==> src/rtl/alarm_ring_scheduler_pkg.sv <==
// +------------------------------------------------------------------------+
// | Module : alarm_ring_scheduler_pkg                                      |
// | Brief  : Shared types and constants for the buzzer ring scheduler.     |
// | Rev    : 1.0  initial release                                          |
// +------------------------------------------------------------------------+
`default_nettype none

package alarm_ring_scheduler_pkg;

    typedef enum logic [1:0] {
        ST_IDLE   = 2'd0,
        ST_RING   = 2'd1,
        ST_SNOOZE = 2'd2
    } ring_state_e;

    localparam int SRC_TIMER       = 0;
    localparam int SRC_CLOCK_ALARM = 1;
    localparam int SRC_STOPWATCH   = 2;
    localparam int SRC_SPARE       = 3;

    // Defaults assume a 100 Hz tick.
    localparam int DEF_ON_TICKS     = 50;
    localparam int DEF_OFF_TICKS    = 50;
    localparam int DEF_RING_TIMEOUT = 6000;
    localparam int DEF_SNOOZE_TICKS = 30000;

    // Bits needed to hold values 0..terminal (never less than one).
    function automatic int cnt_width(input int terminal);
        return (terminal > 0) ? $clog2(terminal + 1) : 1;
    endfunction

endpackage

`default_nettype wire

==> src/rtl/alarm_ring_scheduler_if.sv <==
// +------------------------------------------------------------------------+
// | Module : alarm_ring_scheduler_if                                       |
// | Brief  : Request/control/status bundle between datapath and scheduler. |
// | Rev    : 1.0  initial release                                          |
// +------------------------------------------------------------------------+
`default_nettype none

interface alarm_ring_scheduler_if
    import alarm_ring_scheduler_pkg::*;
#(
    parameter int NUM_SRC = 4
);
    localparam int SRC_W = cnt_width(NUM_SRC - 1);

    logic [NUM_SRC-1:0] ringRequest;
    logic [NUM_SRC-1:0] enableMask;
    logic               dismiss;
    logic               snooze;
    logic               clearMissed;
    logic               ringSound;
    logic               activeValid;
    logic [SRC_W-1:0]   activeSource;
    logic [NUM_SRC-1:0] pendingMask;
    logic [NUM_SRC-1:0] missedMask;

    modport master (
        output ringRequest, enableMask, dismiss, snooze, clearMissed,
        input  ringSound, activeValid, activeSource, pendingMask, missedMask
    );

    modport slave (
        input  ringRequest, enableMask, dismiss, snooze, clearMissed,
        output ringSound, activeValid, activeSource, pendingMask, missedMask
    );

endinterface

`default_nettype wire

==> src/rtl/alarm_ring_scheduler_cadence.sv <==
// +------------------------------------------------------------------------+
// | Module : ring_cadence_gen                                              |
// | Brief  : On/off buzzer cadence counter with synchronous restart.       |
// | Rev    : 1.0  initial release                                          |
// +------------------------------------------------------------------------+
`default_nettype none

module ring_cadence_gen
    import alarm_ring_scheduler_pkg::*;
#(
    parameter int ON_TICKS  = DEF_ON_TICKS,
    parameter int OFF_TICKS = DEF_OFF_TICKS
) (
    input  wire logic clockSignal,
    input  wire logic resetN,
    input  wire logic restart_i,
    input  wire logic advance_i,
    output logic      on_o
);
    localparam int PERIOD = ON_TICKS + OFF_TICKS;
    localparam int CW     = cnt_width(PERIOD - 1);

    logic [CW-1:0] cnt_q, cnt_d;

    always_comb begin
        cnt_d = cnt_q;
        if (restart_i) begin
            cnt_d = '0;
        end else if (advance_i) begin
            cnt_d = (cnt_q == CW'(PERIOD - 1)) ? '0 : cnt_q + CW'(1);
        end
    end

    always_ff @(posedge clockSignal) begin
        if (!resetN) begin
            cnt_q <= '0;
        end else begin
            cnt_q <= cnt_d;
        end
    end

    assign on_o = (int'(cnt_q) < ON_TICKS);

endmodule

`default_nettype wire

==> src/rtl/alarm_ring_scheduler.sv <==
// +------------------------------------------------------------------------+
// | Module : alarm_ring_scheduler                                          |
// | Brief  : Fixed-priority, non-preemptive buzzer sharing with timeout.   |
// |          ALARM_SNOOZE_EN builds the optional SNOOZE state.             |
// | Rev    : 1.0  initial release                                          |
// +------------------------------------------------------------------------+
`default_nettype none

module alarm_ring_scheduler
    import alarm_ring_scheduler_pkg::*;
#(
    parameter int NUM_SRC      = 4,
    parameter int ON_TICKS     = DEF_ON_TICKS,
    parameter int OFF_TICKS    = DEF_OFF_TICKS,
    parameter int RING_TIMEOUT = DEF_RING_TIMEOUT,
    parameter int SNOOZE_TICKS = DEF_SNOOZE_TICKS
) (
    input  wire logic             clockSignal,
    input  wire logic             resetN,
    alarm_ring_scheduler_if.slave bus
);
    localparam int SRC_W = cnt_width(NUM_SRC - 1);
    localparam int TW    = cnt_width(RING_TIMEOUT - 1);

    ring_state_e        state_q, state_d;
    logic [SRC_W-1:0]   src_q, src_d;
    logic [TW-1:0]      tout_q, tout_d;
    logic [NUM_SRC-1:0] pend_q, pend_d;
    logic [NUM_SRC-1:0] missed_q, missed_d;
    logic [NUM_SRC-1:0] clr_pend, set_missed;
    logic [SRC_W-1:0]   grant_idx;
    logic               cad_restart, cad_on;

`ifdef ALARM_SNOOZE_EN
    localparam int SW = cnt_width(SNOOZE_TICKS - 1);
    logic [SW-1:0] snz_q, snz_d;
`else
    logic unused_snooze;
    assign unused_snooze = bus.snooze | (SNOOZE_TICKS == 0);
`endif

    // Lowest set index wins; scan downwards so it overwrites last.
    always_comb begin
        grant_idx = '0;
        for (int i = NUM_SRC - 1; i >= 0; i--) begin
            if (pend_q[i]) grant_idx = SRC_W'(i);
        end
    end

    always_comb begin
        state_d     = state_q;
        src_d       = src_q;
        tout_d      = tout_q;
        clr_pend    = '0;
        set_missed  = '0;
        cad_restart = 1'b0;
`ifdef ALARM_SNOOZE_EN
        snz_d       = snz_q;
`endif
        case (state_q)
            ST_IDLE: begin
                if (|pend_q) begin
                    state_d     = ST_RING;
                    src_d       = grant_idx;
                    tout_d      = '0;
                    cad_restart = 1'b1;
                end
            end
            ST_RING: begin
                tout_d = tout_q + TW'(1);
                if (!bus.enableMask[src_q]) begin
                    state_d = ST_IDLE;
                    tout_d  = '0;
                end else if (bus.dismiss) begin
                    clr_pend[src_q] = 1'b1;
                    state_d         = ST_IDLE;
                    tout_d          = '0;
                end else if (tout_q == TW'(RING_TIMEOUT - 1)) begin
                    set_missed[src_q] = 1'b1;
                    clr_pend[src_q]   = 1'b1;
                    state_d           = ST_IDLE;
                    tout_d            = '0;
`ifdef ALARM_SNOOZE_EN
                end else if (bus.snooze) begin
                    state_d = ST_SNOOZE;
                    snz_d   = '0;
`endif
                end
            end
`ifdef ALARM_SNOOZE_EN
            ST_SNOOZE: begin
                snz_d = snz_q + SW'(1);
                if (!bus.enableMask[src_q]) begin
                    state_d = ST_IDLE;
                end else if (bus.dismiss) begin
                    clr_pend[src_q] = 1'b1;
                    state_d         = ST_IDLE;
                end else if (snz_q == SW'(SNOOZE_TICKS - 1)) begin
                    state_d     = ST_RING;
                    tout_d      = '0;
                    cad_restart = 1'b1;
                    snz_d       = '0;
                end
            end
`endif
            default: state_d = ST_IDLE;
        endcase
    end

    // A new request in the same cycle as a clear survives unless masked.
    assign pend_d   = ((pend_q & ~clr_pend) | bus.ringRequest) & bus.enableMask;
    assign missed_d = (bus.clearMissed ? '0 : missed_q) | set_missed;

    always_ff @(posedge clockSignal) begin
        if (!resetN) begin
            state_q  <= ST_IDLE;
            src_q    <= '0;
            tout_q   <= '0;
            pend_q   <= '0;
            missed_q <= '0;
        end else begin
            state_q  <= state_d;
            src_q    <= src_d;
            tout_q   <= tout_d;
            pend_q   <= pend_d;
            missed_q <= missed_d;
        end
    end

`ifdef ALARM_SNOOZE_EN
    always_ff @(posedge clockSignal) begin
        if (!resetN) begin
            snz_q <= '0;
        end else begin
            snz_q <= snz_d;
        end
    end
`endif

    ring_cadence_gen #(
        .ON_TICKS  (ON_TICKS),
        .OFF_TICKS (OFF_TICKS)
    ) u_cadence (
        .clockSignal (clockSignal),
        .resetN      (resetN),
        .restart_i   (cad_restart),
        .advance_i   (state_q == ST_RING),
        .on_o        (cad_on)
    );

    assign bus.ringSound    = (state_q == ST_RING) && cad_on;
    assign bus.activeValid  = (state_q != ST_IDLE);
    assign bus.activeSource = src_q;
    assign bus.pendingMask  = pend_q;
    assign bus.missedMask   = missed_q;

endmodule

`default_nettype wire

==> src/flat_wrapper.sv <==
// flat-port wrapper written by rule: the top's interface ports become plain ports
module alarm_ring_scheduler_flat import alarm_ring_scheduler_pkg::*;
#(
    parameter int NUM_SRC      = 4,
    parameter int ON_TICKS     = DEF_ON_TICKS,
    parameter int OFF_TICKS    = DEF_OFF_TICKS,
    parameter int RING_TIMEOUT = DEF_RING_TIMEOUT,
    parameter int SNOOZE_TICKS = DEF_SNOOZE_TICKS
)
  (clockSignal, resetN, bus_ringRequest, bus_enableMask, bus_dismiss, bus_snooze, bus_clearMissed, bus_ringSound, bus_activeValid, bus_activeSource, bus_pendingMask, bus_missedMask);
  alarm_ring_scheduler_if #(.NUM_SRC(NUM_SRC)) bus_i ();
  input  wire logic clockSignal;
  input  wire logic resetN;
  input wire logic [$bits(bus_i.ringRequest)-1:0] bus_ringRequest;
  input wire logic [$bits(bus_i.enableMask)-1:0] bus_enableMask;
  input wire logic [$bits(bus_i.dismiss)-1:0] bus_dismiss;
  input wire logic [$bits(bus_i.snooze)-1:0] bus_snooze;
  input wire logic [$bits(bus_i.clearMissed)-1:0] bus_clearMissed;
  output wire logic [$bits(bus_i.ringSound)-1:0] bus_ringSound;
  output wire logic [$bits(bus_i.activeValid)-1:0] bus_activeValid;
  output wire logic [$bits(bus_i.activeSource)-1:0] bus_activeSource;
  output wire logic [$bits(bus_i.pendingMask)-1:0] bus_pendingMask;
  output wire logic [$bits(bus_i.missedMask)-1:0] bus_missedMask;
  assign bus_i.ringRequest = bus_ringRequest;
  assign bus_i.enableMask = bus_enableMask;
  assign bus_i.dismiss = bus_dismiss;
  assign bus_i.snooze = bus_snooze;
  assign bus_i.clearMissed = bus_clearMissed;
  assign bus_ringSound = bus_i.ringSound;
  assign bus_activeValid = bus_i.activeValid;
  assign bus_activeSource = bus_i.activeSource;
  assign bus_pendingMask = bus_i.pendingMask;
  assign bus_missedMask = bus_i.missedMask;
  alarm_ring_scheduler #(.NUM_SRC(NUM_SRC), .ON_TICKS(ON_TICKS), .OFF_TICKS(OFF_TICKS), .RING_TIMEOUT(RING_TIMEOUT), .SNOOZE_TICKS(SNOOZE_TICKS)) u_core (.clockSignal(clockSignal), .resetN(resetN), .bus(bus_i));
endmodule
==> config.mk <==
export PLATFORM = sky130hd
export DESIGN_NAME = alarm_ring_scheduler_flat
export DESIGN_NICKNAME = d
export VERILOG_FILES = /design/src/rtl/alarm_ring_scheduler_pkg.sv /design/src/rtl/alarm_ring_scheduler_if.sv /design/src/rtl/alarm_ring_scheduler_cadence.sv /design/src/rtl/alarm_ring_scheduler.sv /design/src/flat_wrapper.sv
export SDC_FILE = /design/constraint.sdc
export NUM_CORES = 1
export LEC_CHECK = 0
export CAP_MARGIN = 10
export CORE_MARGIN = 2
export CORE_UTILIZATION = 43
export DETAILED_ROUTE_END_ITERATION = 8
export DONT_BUFFER_PORTS = 1
export HOLD_SLACK_MARGIN = 0.08
export PLACE_DENSITY = 0.69
export SLEW_MARGIN = 20
export SYNTH_ARGS = -nofsm -noshare
export SYNTH_HDL_FRONTEND = slang
export SYNTH_HIERARCHICAL = 1
export SYNTH_SLANG_ARGS = --single-unit
==> constraint.sdc <==
create_clock -name clockSignal -period 1.46 [get_ports clockSignal]
set_input_delay 0 -clock clockSignal [delete_from_list [all_inputs] [get_ports clockSignal]]
set_output_delay 0 -clock clockSignal [all_outputs]
set_load 0.05 [all_outputs]
# Word-level counts from Yosys, hierarchy flattened
# Cells that the tools add are included.
# Widths: inputs -> output; s select.
# op_classes
order_cmp,3
muxes,29
bitwise,6
reduce_logical,10
add_sub_neg,2
eq_ne,5
# op_table
operator,n
$mux 13,4
$mux 4,8
$pmux 13 s2,1
$mux 2,8
$add 13x1->13 const B,1
$eq 13x13->1 const B,1
$and 4x4->4,2
$or 4x4->4,2
$add 7x1->7 const B,1
$eq 7x7->1 const B,1
$lt 7x6->1 const B,1
$mux 7,1
$reduce_and 2->1,3
$mux 1,4
$ne 4x4->1 const B,1
$not 4->4,1
$pmux 2 s2,1
$reduce_bool 2->1,2
$reduce_or 4->1,1
$lt 2x3->1 const B,1
$bmux 1 s2,1
$demux 1 s2,1
$eq 2x1->1 const B,1
$ge 2x1->1 const B,1
5 further kinds,6
# word_totals
input_bits,13
ff_bits,32
out_inout_bits,12

# Logic depth before layout (Yosys ltp)
# Gate-level depths: netlist of the first run.
# depth
word_depth,12
depth_mapped,6

# Modules after synthesis
# Netlist of the first run, hierarchy kept.
# by_module_without_submodules
mod,n_inst,cells_each,area_per_inst_um2,seq_area_each_um2
alarm_ring_scheduler,1,155,1360.1,480.5
ring_cadence_gen,1,37,367.9,140.1

# Least setup slack after synthesis of the first run
# Ideal clock, no wire load.
# synth_path
path_kind,flip-flop to flip-flop
from,register u_core.state_q[0]
to,register u_core.tout_q[6]
synth_period_minus_slack_ns,1.888
path_buffers,1
stages_incl_launch_ff,6
arrival_time_ns,1.818
slack_ns,-0.428
path_cell_list,dfxtp_1 buf_2 inv_1 a2111oi_0 o211ai_1 a21oi_1
# synth_via
elab_chain_len,3
elab_cells_between_ends,6
# synth_lines
element,line_no,rtl
from (decl),alarm_ring_scheduler.sv:25,"ring_state_e state_q, state_d;"
from (signal assigned),alarm_ring_scheduler.sv:122,state_q <= state_d;
$logic_not 2->1 / $eq 2x1->1 (equally long branches),alarm_ring_scheduler.sv:60,case (state_q)
$ne 2x1->1 (no source line) / $reduce_bool 2->1 (equally long branches),n/a,
$reduce_and 2->1 (no source line),n/a,
to (signal assigned),alarm_ring_scheduler.sv:124,tout_q <= tout_d;
to (decl),alarm_ring_scheduler.sv:27,"logic [TW-1:0] tout_q, tout_d;"
# Several ways; a longest one is shown, not always the timed one.
# A chain may end at the register's enable or synchronous reset.

# Final worst setup path of the first run
# layout_path
from,register u_core.tout_q[2]
to,register u_core.tout_q[7]
# layout_via
elab_chain_len,5
elab_cells_between_ends,6
# layout_lines
element,line_no,rtl
$add 13x1->13 / $eq 13x13->1 (equally long branches),"alarm_ring_scheduler.sv:70, alarm_ring_scheduler.sv:78",
$mux 13 *,alarm_ring_scheduler.sv:78,end else if (tout_q == TW'(RING_TIMEOUT - 1)) begin
$mux 13 *,alarm_ring_scheduler.sv:74,end else if (bus.dismiss) begin
$mux 13 *,alarm_ring_scheduler.sv:71,if (!bus.enableMask[src_q]) begin
$pmux 13 s2 *,alarm_ring_scheduler.sv:60,
# Every way passes the cells marked *; elsewhere a longest branch is shown, timed or not.

==> results of run 1 <==
==> what timing repair did <==
action,4_1_cts,5_1_grt
gates resized for setup,15,11
pin swaps,11,15
cloned,0,0
setup buffers,4,1
setup endpoints to repair,21,28
hold endpoints to repair,28,19
==> synthesized netlist by cell type (4+ instances only) <==
library cell,instances
a21oi_1,7
dfxtp_1,31
inv_1,6
mux2i_1,5
nand2_1,18
nand2b_1,6
nand3_1,5
nand4_1,9
nor2_1,17
nor3_1,4
nor4_1,4
o211ai_1,6
o21ai_0,4
or3_1,7
xor2_1,4
==> cell type report <==
| class | count | share of cell area [%] |
|---|---|---|
| multi-input cells | 148 | 46.7 |
| flip-flops and latches | 31 | 26.5 |
| repair buffers | 57 | 20.1 |
| clock buffers | 7 | 3.10 |
| well taps | 50 | 2.54 |
| inverters | 6 | 0.916 |
| clock inverters | 1 | 0.204 |
==> how the worst max path moves through the flow <==
stage                               end  cells past startpoint                      start
6_report               u_core/tout_q[7]                      5           u_core/tout_q[2]
5_1_grt                u_core/tout_q[5]                      5  u_core/bus.pendingMask[1]
4_1_cts        u_core/bus.missedMask[3]                      6           u_core/tout_q[0]
3_5_place_dp           u_core/tout_q[9]                      4           u_core/tout_q[2]
3_3_place_gp           u_core/tout_q[9]                      4           u_core/tout_q[2]
2_1_floorplan         u_core/tout_q[11]                      4  u_core/bus.pendingMask[1]
==> cell families after synthesis <==
logic type      Yosys count  share of synthesized area, %
flops                    31                          35.9
mux                       5                          2.90
simple gates             92                          31.4
xor+xnor                  5                          2.53
compound gates           44                          21.7
buf+inv                  13                          4.06
fa+ha+maj                 2                          1.45
==> layer usage <==
layer,GRT usage [%],vias to the layer above
met2,37.7,44
li1,-,847
met5,0,-
met1,26.8,799
met3,6.33,9
met4,7.91,0
==> power by group <==
part	leakage (nW)	switching (mW)	internal, mW	total, mW
combinational	0.579	0.209	0.164	0.373
clock	0.0422	0.326	0.334	0.660
sequential	0.258	0.0248	0.860	0.885
==> registers in the layout, summed over array words and instances, names as in the netlist <==
register,flops
u_core/tout_q,13
u_core/u_cadence/cnt_q,7
u_core/state_q,1
u_core/bus.activeSource,2
u_core/bus.missedMask,4
u_core/bus.pendingMask,4
==> worst max-delay path: cells and delay by family, from the launching register on <==
kind / cells / cell delay [ns]
compound gates: 1 / 0.24
buf+inv: 1 / 0.21
simple gates: 3 / 0.60
flops: 1 / 0.38
==> metrics by stage <==
step | hold slack, ns | area (sq um)
after CTS | -0.163 | 2410
after global placement | 0.122 | 2140
after detailed placement | 0.133 | 2140
after floorplan | 0.136 | 1790
final | -0.158 | 2460
after global routing | -0.167 | 2460
==> placed cells by master, fill, tap and decap left out, drive strengths merged, types with 4 or more instances in the layout <==
cell	synthesis	routed
mux2i	5	5
xor2	4	4
nand2	18	18
nand3	6	6
nand2b	6	6
nor4	4	4
clkbuf	2	7
a21oi	8	8
buf	5	47
nor3	5	5
o211ai	6	6
inv	6	6
nand4	10	10
nor2	18	18
dfxtp	31	31
or3	8	8
a41oi	4	4
o21ai	4	4
dlygate4sd3	0	10
==> impl_metrics.tcl, run 1 <==
set metrics [dict create \
    status "finished with violations" \
    violations "hold timing, setup timing" \
    worstHoldStart "resetN" \
    worstReg2RegEnd "u_core/tout_q[7]" \
    pre_cts_slack_ns -0.107 \
    tns_ns -0.158 \
    crit_chain "and4_4, nand4_1, buf_4, nand2b_1, o311ai_1" \
    ios 25 \
    hold_path.class "primary input to flop" \
    required_ns 1.66 \
    synth_seq_cells 31 \
    drive_gt1_share_pct 38.8 \
    synth-edff-count 0 \
    min_to "u_core/state_q[0]" \
    holdPathStages 1 \
    wl_met2_um 2190 \
    multiInputGateArea_sq_um 1150 \
    crit_type "flop to flop" \
    top_layer "met4" \
    clockBufferDepth 2 \
    relSlewSlack_pct 70.4 \
    reg2reg_depth 5 \
    port_buffers 0 \
    utilization_pct 62.4 \
    powerDensity_nw_per_um2 780 \
    wl_per_cell_um 15.8 \
    worstMarginPinSlew_ns 0.442 \
    fin_crit_ns 1.52 \
    cp.arrival_ns 1.72 \
    yosys-top-cells-area "dfxtp_1, nand2_1, nor2_1, nand4_1, mux2i_1" \
    critPathMaxFanout 6 \
    drtAntennaViolNets 0 \
    postSynth.asyncResetShare_pct 0 \
    root_buffer "clkbuf_8" \
    holdWs_ns -0.158 \
    syn_to_final_growth_pct 42.3 \
    clk_pin_slew_worst_paths_ns 0.07 \
    remaining_drc_errors 0 \
    grt.overflow.total 0 \
    start_kind "flop" \
    max_cap_violations 0 \
    place_inst 277 \
    slowest_delay_ns 0.38 \
    fin_nets 264 \
    slowest_stage "dfxtp_2" \
    setup-violations-final 6 \
    grt_antenna_before_repair 0 \
    cts_hold_buf 11 \
    dieArea_sq_um 4540 \
    syn-cell-area_sq_um 1730 \
    die_h_um 67.4 \
    cts_sinks 31 \
    met3WireLength_um 257 \
    synthCells 192 \
    firstDrtPassIters 4 \
    yosys.area.top_type "dfxtp_1" \
    synth.top_cell.area_share_pct 35.9 \
    vias 1699 \
    finClkSkew_ns 0.00406 \
    end_kind "flop" \
    hold_violations 13 \
    cts_htree_levels 2 \
    ff_latch_area_sq_um 651 \
    place_hpwl_um 3190 \
    cts_made_buffers 5 \
    ys.warnings.count 6 \
    rows 23 \
    num_antenna_cells 0 \
    cts_tree "yes" \
    power.total_mw 1.92 \
    drt_iter0_drc 114 \
    nFillCells 305 \
    place.gp.congestion 0.896 \
    ys_seq_area_share_pct 35.9 \
    r2r_slack_ns -0.06 \
    fin_ws_ns -0.0627 \
    grt_pass1_vias 1629 \
    grt_usage_pct 22.3 \
    ys.flop_type "dfxtp_1" \
    syn_nets 207 \
    core_sq_um 3940 \
    clkLatencyLatePin_ns 0.29 \
    grt_pass1_wl_um 7420 \
    die_x_um 67.4 \
    fmax_mhz 657 \
    synth_cell_types 52 \
    wirelength_um 4740 \
    grt_max_degree 18 \
    syn_area_per_cell_sq_um 9.00 \
    r2r-start "u_core/tout_q[2]" \
    rsz0062_at_grt "yes" \
    fin_crit_sh_pct 104 \
    wl_met1_um 2210 \
    final_max_slew_viol_count 0 \
    initial_core_util_pct 43.8 \
    vias_per_cell 5.66 \
    power_leakage_nw 0.880 \
    ir_drop_mv 0.383 \
    fin_cells 300 \
]
Power figures use the tool's default switching activity.
==> inputs of run 2 (changes only) <==
--- a/config.mk
+++ b/config.mk
@@ -8,6 +8,7 @@
 export CAP_MARGIN = 10
 export CORE_MARGIN = 2
 export CORE_UTILIZATION = 43
+export CTS_BUF_LIST = sky130_fd_sc_hd__clkbuf_16
 export DETAILED_ROUTE_END_ITERATION = 8
 export DONT_BUFFER_PORTS = 1
 export HOLD_SLACK_MARGIN = 0.08
==> run 2 against run 1 <==
Effect of this change: the flow finishes with violations (setup timing); fmax is 0.15% higher; power increased by 17%; clock power increased by 47%; critical path type unchanged; critical endpoint unchanged; largest power group is now clock.
==> impl_metrics.tcl, run 2 (same netlist as run 1, synthesis figures left out) <==
set metrics [dict create \
    status "finished with violations" \
    violations "setup timing" \
    fin_ws_ns -0.0604 \
    place_inst 277 \
    firstDrtPassIters 4 \
    met1_usage_pct 27.4 \
    combinationalPowerShare_pct 17.6 \
    largestRegisters "u_core/tout_q (13), u_core/u_cadence/cnt_q (7)" \
    place_hpwl_um 3190 \
    grt.overflow.total 0 \
    rsz0062_at_grt "yes" \
    grt_max_degree 17 \
    initial_core_util_pct 43.8 \
    pre_cts_slack_ns -0.107 \
    fin_nets 264 \
    drtAntennaViolNets 0 \
    hold_violations 0 \
    tns_ns -0.283 \
    ios 25 \
    power.total_mw 2.25 \
    die_h_um 67.4 \
    fmax_mhz 658 \
    drive_gt1_share_pct 40.8 \
    root_buffer "clkbuf_16" \
    hold_path.class "primary input to flop" \
    clockPowerShare_pct 43.0 \
    required_ns 1.64 \
    wl_per_cell_um 16.6 \
    cts_sinks 31 \
    final_max_slew_viol_count 0 \
    holdWs_ns 0.103 \
    powerDensity_nw_per_um2 879 \
    dieArea_sq_um 4540 \
    grt_use_met2_pct 36.5 \
    wirelength_um 4980 \
    vias_per_cell 5.79 \
    place.gp.congestion 0.896 \
    vias 1736 \
    remaining_drc_errors 0 \
    power_leakage_nw 0.950 \
    p_int_mw 1.64 \
    die_x_um 67.4 \
    grt_antenna_before_repair 0 \
    start_kind "flop" \
    port_buffers 0 \
    layout_commonest_cell "buf_4" \
    switching_share_pct 27.0 \
    grt_pass1_wl_um 7510 \
    clk_pin_slew_worst_paths_ns 0.05 \
    cts_htree_levels 2 \
    critPathMaxFanout 6 \
    num_antenna_cells 0 \
    cp.arrival_ns 1.70 \
    layout_common_cells "buf_4, dfxtp_1, nor2_1" \
    finClkSkew_ns 0.00311 \
    max_cap_violations 0 \
    core_sq_um 3940 \
    cts_made_buffers 5 \
    crit_type "flop to flop" \
    clockBufferDepth 2 \
    largest_reg_flops 13 \
    setup-violations-final 9 \
    p_switching_uw 607 \
    use_met3_pct 6.00 \
    regMostFlops "u_core/tout_q" \
    pwr-share-seq_pct 39.4 \
    nFillCells 286 \
    fin_crit_sh_pct 104 \
    grt_usage_pct 22.5 \
    worstMarginPinSlew_ns 0.727 \
    grt_pass1_vias 1669 \
    clkLatencyLatePin_ns 0.27 \
    rows 23 \
    fin_crit_ns 1.52 \
    cts_tree "yes" \
    grt.busiest_layer "met2" \
    drt_iter0_drc 122 \
    syn_to_final_growth_pct 48.2 \
    ir_drop_mv 0.440 \
    relSlewSlack_pct 51.6 \
    end_kind "flop" \
    fin_cells 300 \
]
==> run 2: cell count changes in the layout (fill, tap and decap cells not counted), sizes merged <==
cell	change
buf	-1
clkbuf	-2
dlymetal6s4s	+1
inv	+2
==> run 2: layout make-up <==
| cell class | count | area, sq um | area share [%] |
|---|---|---|---|
| inverters | 6 | 22.5 | 0.879 |
| multi-input cells | 148 | 1180 | 46.2 |
| flip-flops and latches | 31 | 653 | 25.5 |
| repair buffers | 57 | 502 | 19.6 |
| clock buffers | 5 | 125 | 4.89 |
| clock inverters | 3 | 12.5 | 0.489 |
| well taps | 50 | 62.6 | 2.44 |
==> run 2: per-layer routing <==
layer,part of all wire [%],wire length [um]
met5,0,0
met4,1.6,80
met3,6.6,327
met2,47,2330
met1,45,2240
==> run 2: worst paths after layout <==
kind                            cells past startpoint                       end                      from  slack [ns]
worst min-delay path                                3          u_core/tout_q[0]                    resetN        0.10
worst min register to register                      2  u_core/bus.missedMask[3]  u_core/bus.missedMask[3]        0.48
worst max register to register                      5          u_core/tout_q[7]          u_core/tout_q[3]       -0.06
worst max-delay path                                5          u_core/tout_q[7]          u_core/tout_q[3]       -0.06
==> run 2: per-stage QoR <==
step                      cell area [sq um]  util, %
after floorplan                        1790        -
after global placement                 2140     54.3
after detailed placement               2140     54.3
after CTS                              2460     62.4
after global routing                   2560     65.0
final                                  2560     65.0
==> run 2: worst max-delay path, stage by stage (launching register included) <==
cell and delay, ns:
dfxtp_2 0.39, and4_4 0.25, nand4_1 0.20, buf_4 0.21, nand2b_1 0.13, o311ai_1 0.25
==> run 2: power by group through the flow <==
stage | Combinational [mW] | Sequential [mW] | Clock (mW)
after floorplan | 0.170 | 0.952 | 0
final | 0.396 | 0.886 | 0.968
after global routing | 0.417 | 0.890 | 1.02
after CTS | 0.372 | 0.886 | 0.984
after detailed placement | 0.318 | 0.906 | 0
after global placement | 0.315 | 0.906 | 0
==> run 2: repair_timing <==
action                     CTS  global route
gates resized for setup     16            21
setup endpoints to repair   21            28
hold buffers                11             0
pin swaps                    9            16
hold endpoints to repair    24             0
setup buffers                3             1
